<file path="src/rtl/tcp_tx_framer.sv">
// tcp_tx_framer: frames an upstream byte stream into SiTCP TX writes.
// Optional checksum trailer byte: define TCP_TX_FRAMER_CHECKSUM_EN.
module tcp_tx_framer #(
   parameter int         PAYLOAD_LEN = 16,
   parameter logic [7:0] HDR_BYTE    = 8'hA5
) (
   input  logic        CLK_200M,
   input  logic        SYS_RSTn,
   input  logic        TCP_OPEN_ACK,
   input  logic [7:0]  IN_DATA,
   input  logic        IN_VALID,
   output logic        IN_READY,
   input  logic        TCP_TX_FULL,
   output logic        TCP_TX_WR,
   output logic [7:0]  TCP_TX_DATA,
   output logic [15:0] FRAME_CNT,
   output logic        BUSY
);

   localparam logic [7:0] LAST = 8'(PAYLOAD_LEN - 1);

   typedef enum logic [2:0] {
      S_IDLE,
      S_HDR,
      S_SEQH,
      S_SEQL,
      S_PAYLOAD
`ifdef TCP_TX_FRAMER_CHECKSUM_EN
      , S_CSUM
`endif
   } state_t;

   state_t      r_state;
   state_t      w_nxt;
   logic        r_wr;
   logic [7:0]  r_data;
   logic [15:0] r_seq;
   logic [15:0] r_fcnt;
   logic [7:0]  r_cnt;
   logic        r_ack_d;
   logic        w_go;
   logic        w_take;
   logic        w_rise;
   logic        w_wr;
   logic        w_done;
   logic [7:0]  w_data;
`ifdef TCP_TX_FRAMER_CHECKSUM_EN
   logic [7:0]  r_csum;
   logic        w_clr;
   logic        w_acc;
`endif

   // a byte may only leave when the link is up and SiTCP has room
   assign w_go   = TCP_OPEN_ACK & ~TCP_TX_FULL;
   assign w_take = (r_state == S_PAYLOAD) & w_go & IN_VALID;
   assign w_rise = TCP_OPEN_ACK & ~r_ack_d;

   assign IN_READY    = SYS_RSTn & (r_state == S_PAYLOAD) & w_go;
   assign BUSY        = (r_state != S_IDLE);
   assign TCP_TX_WR   = r_wr;
   assign TCP_TX_DATA = r_data;
   assign FRAME_CNT   = r_fcnt;

   always_comb begin
      w_nxt  = r_state;
      w_wr   = 1'b0;
      w_data = 8'h00;
      w_done = 1'b0;
`ifdef TCP_TX_FRAMER_CHECKSUM_EN
      w_clr  = 1'b0;
      w_acc  = 1'b0;
`endif
      case (r_state)
         S_IDLE: begin
            if (TCP_OPEN_ACK && IN_VALID) w_nxt = S_HDR;
         end
         S_HDR: begin
            if (w_go) begin
               w_wr   = 1'b1;
               w_data = HDR_BYTE;
               w_nxt  = S_SEQH;
`ifdef TCP_TX_FRAMER_CHECKSUM_EN
               w_clr  = 1'b1;
`endif
            end
         end
         S_SEQH: begin
            if (w_go) begin
               w_wr   = 1'b1;
               w_data = r_seq[15:8];
               w_nxt  = S_SEQL;
`ifdef TCP_TX_FRAMER_CHECKSUM_EN
               w_acc  = 1'b1;
`endif
            end
         end
         S_SEQL: begin
            if (w_go) begin
               w_wr   = 1'b1;
               w_data = r_seq[7:0];
               w_nxt  = S_PAYLOAD;
`ifdef TCP_TX_FRAMER_CHECKSUM_EN
               w_acc  = 1'b1;
`endif
            end
         end
         S_PAYLOAD: begin
            if (w_take) begin
               w_wr   = 1'b1;
               w_data = IN_DATA;
`ifdef TCP_TX_FRAMER_CHECKSUM_EN
               w_acc  = 1'b1;
               if (r_cnt == LAST) w_nxt = S_CSUM;
`else
               if (r_cnt == LAST) begin
                  w_nxt  = S_IDLE;
                  w_done = 1'b1;
               end
`endif
            end
         end
`ifdef TCP_TX_FRAMER_CHECKSUM_EN
         S_CSUM: begin
            if (w_go) begin
               w_wr   = 1'b1;
               w_data = r_csum;
               w_nxt  = S_IDLE;
               w_done = 1'b1;
            end
         end
`endif
         default: w_nxt = S_IDLE;
      endcase
      // link loss abandons the partial frame
      if (r_state != S_IDLE && !TCP_OPEN_ACK) w_nxt = S_IDLE;
   end

   always_ff @(posedge CLK_200M or negedge SYS_RSTn) begin
      if (!SYS_RSTn) r_state <= S_IDLE;
      else           r_state <= w_nxt;
   end

   always_ff @(posedge CLK_200M or negedge SYS_RSTn) begin
      if (!SYS_RSTn) begin
         r_wr    <= 1'b0;
         r_data  <= 8'h00;
         r_seq   <= 16'h0000;
         r_fcnt  <= 16'h0000;
         r_cnt   <= 8'h00;
         r_ack_d <= 1'b0;
      end else begin
         r_wr    <= w_wr;
         r_ack_d <= TCP_OPEN_ACK;
         if (w_wr) r_data <= w_data;
         if (w_rise)      r_seq <= 16'h0000;
         else if (w_done) r_seq <= r_seq + 16'd1;
         if (w_done) r_fcnt <= r_fcnt + 16'd1;
         if (r_state == S_IDLE) r_cnt <= 8'h00;
         else if (w_take)       r_cnt <= r_cnt + 8'd1;
      end
   end

`ifdef TCP_TX_FRAMER_CHECKSUM_EN
   always_ff @(posedge CLK_200M or negedge SYS_RSTn) begin
      if (!SYS_RSTn)  r_csum <= 8'h00;
      else if (w_clr) r_csum <= 8'h00;
      else if (w_acc) r_csum <= r_csum + w_data;
   end
`endif

endmodule

</file>
<file path="config.mk">
export PLATFORM = sky130hd
export DESIGN_NAME = tcp_tx_framer
export DESIGN_NICKNAME = d
export VERILOG_FILES = /design/src/rtl/tcp_tx_framer.sv
export SDC_FILE = /design/constraint.sdc
export NUM_CORES = 1
export LEC_CHECK = 0
export ABC_AREA = 1
export BUFFER_PORTS_ARGS = -buffer_cell sky130_fd_sc_hd__buf_2
export CAP_MARGIN = 20
export CORE_MARGIN = 8
export CORE_UTILIZATION = 58
export DETAILED_ROUTE_END_ITERATION = 10
export PLACE_DENSITY = 0.8
export RECOVER_POWER = 50
export REMOVE_ABC_BUFFERS = 1
export SYNTH_ARGS = -nofsm -noshare
export SYNTH_HDL_FRONTEND = slang
export SYNTH_SLANG_ARGS = --single-unit
export TNS_END_PERCENT = 10
</file>
<file path="constraint.sdc">
create_clock -name CLK_200M -period 2.27 [get_ports CLK_200M]
set_clock_uncertainty 0.15 [all_clocks]
set_input_delay 0.1135 -clock CLK_200M [delete_from_list [all_inputs] [get_ports CLK_200M]]
set_output_delay 0.1135 -clock CLK_200M [all_outputs]
set_load 0.01 [all_outputs]
</file>
==> results by group <==
Placed design
  • Dpl hpwl: 5552 um
  • Final GP Congestion: 0.9369
  • Post-placement cell count: 526
  • Cell area reported after detailed placement: 0.003392 mm^2
  • Number of port buffers: 39

GRT
  • Maximum number of pins on one net before global-route repair: 54
  • Via count of the first global-routing pass: 2,833
  • Global-route wire length before repair: 13,080 um
  • Initial antenna violation count: 0
  • Total grt overflow: 0
  • Gr usage total: 0.2076

Route
  • Wire length per cell after detailed routing: 14.21 um
  • Count of antenna-violating nets left after detailed routing: 0
  • Number of search-and-repair iterations in the first detailed-routing pass: 5
  • Vias post-DR: 2,963
  • Wire length reported by the detailed router: 7718 um
  • Number of remaining DRC errors: 0
  • Post-detailed-route via-to-cell ratio: 5.457
  • Number of DRC markers after the initial detailed-route iteration: 121

STA
  • Final-report hold violation count: 0
  • Final Max Tran Viols: 0
  • RSZ-0062 raised after global routing: no
  • Fin Setup TNS: 0 ns
  • Top achievable clock speed: 507.0 MHz
  • Period utilisation layout: 0.8690
  • Max-Slew Margin vs Limit: 0.1200
  • Worst slack on hold paths: 0.05887 ns
  • Final worst path period need: 1.973 ns
  • Number of failing setup endpoints in the final timing report: 0
  • Pin slew with the least headroom to its limit: 1.320 ns

Clock tree
  • Deepest level of the CTS H-tree: 2
  • Clock insertion delay at the later pin of the skew report: 0.31 ns
  • Clock input transition at the sequential cells of the worst setup and hold paths: 0.10 ns
  • TritonCTS clock tree: yes
  • CTS resizes: 0
  • Number of CTS-inserted buffers: 5
  • Max Root-Sink Buffers: 2
  • Num Clock Sinks: 53
  • Cell chosen for the clock root: sky130_fd_sc_hd__clkbuf_8

Pwr
  • Final Power: 2243 uW
  • Power per cell area: 630.0 mW/mm^2
  • Leakage power summed over all cells: 0.001686 uW
  • Worst VDD drop: 0.4838 mV

Floorplan
  • Area of the core: 0.005140 mm^2
  • Row Count: 26
  • Die outline area: 0.007983 mm^2
  • IO Count: 40
  • X dimension of the die: 89.35 um
  • Starting density of the core: 0.6071
  • Die outline height: 89.35 um

Critical path
  • Worst setup path category: input pin to flip-flop
  • Required time of the worst setup path: 2.32 ns
  • Startpoint kind of the worst setup timing path: input pin
  • Arr. time, crit path: 2.03 ns
  • Max FO, Critical Path: 9
  • Crit. End Element: flip-flop

Synthesis
  • Most used flip-flop cell after synthesis: sky130_fd_sc_hd__dfrtp_1
  • Yosys reg bits: 53
  • Sequential fraction of the synthesis area: 0.4250
  • Asr flop ratio synth: 1.000
  • Synth unique cells: 34
  • Post-synthesis instance area: 0.003120 mm^2
  • Synthesized area per cell: 7.465 um^2
  • Number of synthesized flops with an enable pin: 0
  • Post-synthesis instance total: 418
  • Yosys Warn Count: 0

Finish
  • Proportion of layout cells with a drive suffix above 1: 0.08879
  • Layout Cells excl Fill: 543
  • Most frequent cells in the layout: 119 x sky130_fd_sc_hd__nand2_1, 53 x sky130_fd_sc_hd__dfrtp_1, 45 x sky130_fd_sc_hd__inv_1
  • Final-layout fill cell count: 483
  • Final Cell Area: 0.003560 mm^2
  • Antenna diodes: 0
  • Most common cell after layout, fill and taps aside: sky130_fd_sc_hd__nand2_1
  • Final Net Count: 489
  • Synth-to-layout area growth: 14.07%

Run status
  • Outcome: finished, final reports clean

Job
  • Max-cap violations: 0

Hold path
  • Worst hold path type: input pin to flip-flop
==> logic make-up after synthesis <==
logic type	synth area share
AND/OR/NAND/NOR	0.3765
buffers and inverters	0.07578
flip-flops	0.4250
AO/OA/AOI/OAI	0.07137
XOR/XNOR	0.03930
adder cells (fa/ha/maj)	0.01203
==> repair_timing <==
action	CTS	global route
hold buffers	10	0
setup buffers	0	0
endpoints found under the hold margin	63	0
==> report_power, final <==
| group | switching, uW | total, uW | internal [uW] |
|---|---|---|---|
| logic | 368 | 534 | 166 |
| clock network | 312 | 633 | 321 |
| registers | 61.8 | 1080 | 1010 |
| total | 742 | 2240 | 1500 |
==> state kept, by name, summed over array words and instances (netlist names) <==
| name | count |
|---|---|
| r_state | 3 |
| r_cnt | 8 |
| r_ack_d | 1 |
| TCP_TX_DATA | 8 |
| TCP_TX_WR | 1 |
| r_seq | 16 |
| FRAME_CNT | 16 |
==> area by class of cell <==
cell class | instances | area, um^2 | share of cell area
flip-flops and latches | 53 | 1326 | 0.3726
clock inverters | 2 | 35.03 | 0.009842
inverters | 48 | 180.2 | 0.05062
repair buffers | 55 | 304.0 | 0.08541
multi-input cells | 310 | 1558 | 0.4376
clock buffers | 5 | 68.82 | 0.01933
well taps | 70 | 87.58 | 0.02460
==> metal layers <==
metal  vias to the layer above  track usage  part of all wire
met4                         0      0.06042             0.016
met5                         -            0                 0
met1                      1388       0.2586              0.43
li1                       1481            -                 -
met3                        14      0.04779             0.063
met2                        80       0.3488              0.49
==> cell usage after synthesis, types with 2 or more instances <==
| cell type | number | area [um^2] |
|---|---|---|
| sky130_fd_sc_hd__ha_1 | 3 | 37.54 |
| sky130_fd_sc_hd__xnor2_1 | 7 | 61.31 |
| sky130_fd_sc_hd__buf_2 | 3 | 15.01 |
| sky130_fd_sc_hd__xor2_1 | 7 | 61.31 |
| sky130_fd_sc_hd__o21ai_0 | 22 | 110.1 |
| sky130_fd_sc_hd__nand3_1 | 44 | 220.2 |
| sky130_fd_sc_hd__nor3_1 | 15 | 75.07 |
| sky130_fd_sc_hd__o22ai_1 | 7 | 43.79 |
| sky130_fd_sc_hd__nand2_1 | 119 | 446.7 |
| sky130_fd_sc_hd__nor2_1 | 37 | 138.9 |
| sky130_fd_sc_hd__nand3b_1 | 2 | 15.01 |
| sky130_fd_sc_hd__buf_6 | 3 | 33.78 |
| sky130_fd_sc_hd__nand4_1 | 18 | 112.6 |
| sky130_fd_sc_hd__a21oi_1 | 7 | 35.03 |
| sky130_fd_sc_hd__dfrtp_1 | 53 | 1326 |
| sky130_fd_sc_hd__o21ai_1 | 2 | 10.01 |
| sky130_fd_sc_hd__inv_1 | 45 | 168.9 |
| sky130_fd_sc_hd__inv_2 | 3 | 11.26 |
| sky130_fd_sc_hd__nor2_4 | 3 | 33.78 |
| sky130_fd_sc_hd__nand2_2 | 4 | 25.02 |
==> final timing paths <==
| path | startpoint | end | slack (ns) | depth (start not counted) |
|---|---|---|---|---|
| hold / removal | IN_VALID | TCP_TX_WR | 0.06 | 3 |
| max in group asynchronous | SYS_RSTn | r_seq[11] | 0.50 | 3 |
| min in group asynchronous | SYS_RSTn | TCP_TX_WR | 0.69 | 3 |
| setup / recovery | TCP_OPEN_ACK | FRAME_CNT[9] | 0.30 | 8 |
| setup reg to reg | r_state[1] | r_seq[4] | 0.31 | 8 |
| hold reg to reg | TCP_TX_DATA[5] | TCP_TX_DATA[5] | 0.36 | 2 |
==> worst max-delay path: stages <==
cell and delay, ns:
sky130_fd_sc_hd__dlygate4sd3_1 0.53, sky130_fd_sc_hd__clkbuf_1 0.21, sky130_fd_sc_hd__nand2_1 0.19, sky130_fd_sc_hd__nor3_4 0.42, sky130_fd_sc_hd__nand2_4 0.18, sky130_fd_sc_hd__nor2_4 0.15
sky130_fd_sc_hd__nand3_1 0.07, sky130_fd_sc_hd__and2_1 0.16
==> through the flow <==
stage | setup WS (ns) | utilization
2_1_floorplan | 0.5129 | -
3_3_place_gp | 0.4504 | 0.6599
3_5_place_dp | 0.3389 | 0.6599
4_1_cts | 0.3342 | 0.6996
5_1_grt | 0.1678 | 0.6926
6_report | 0.2975 | 0.6926
Power figures use the tool's default switching activity.
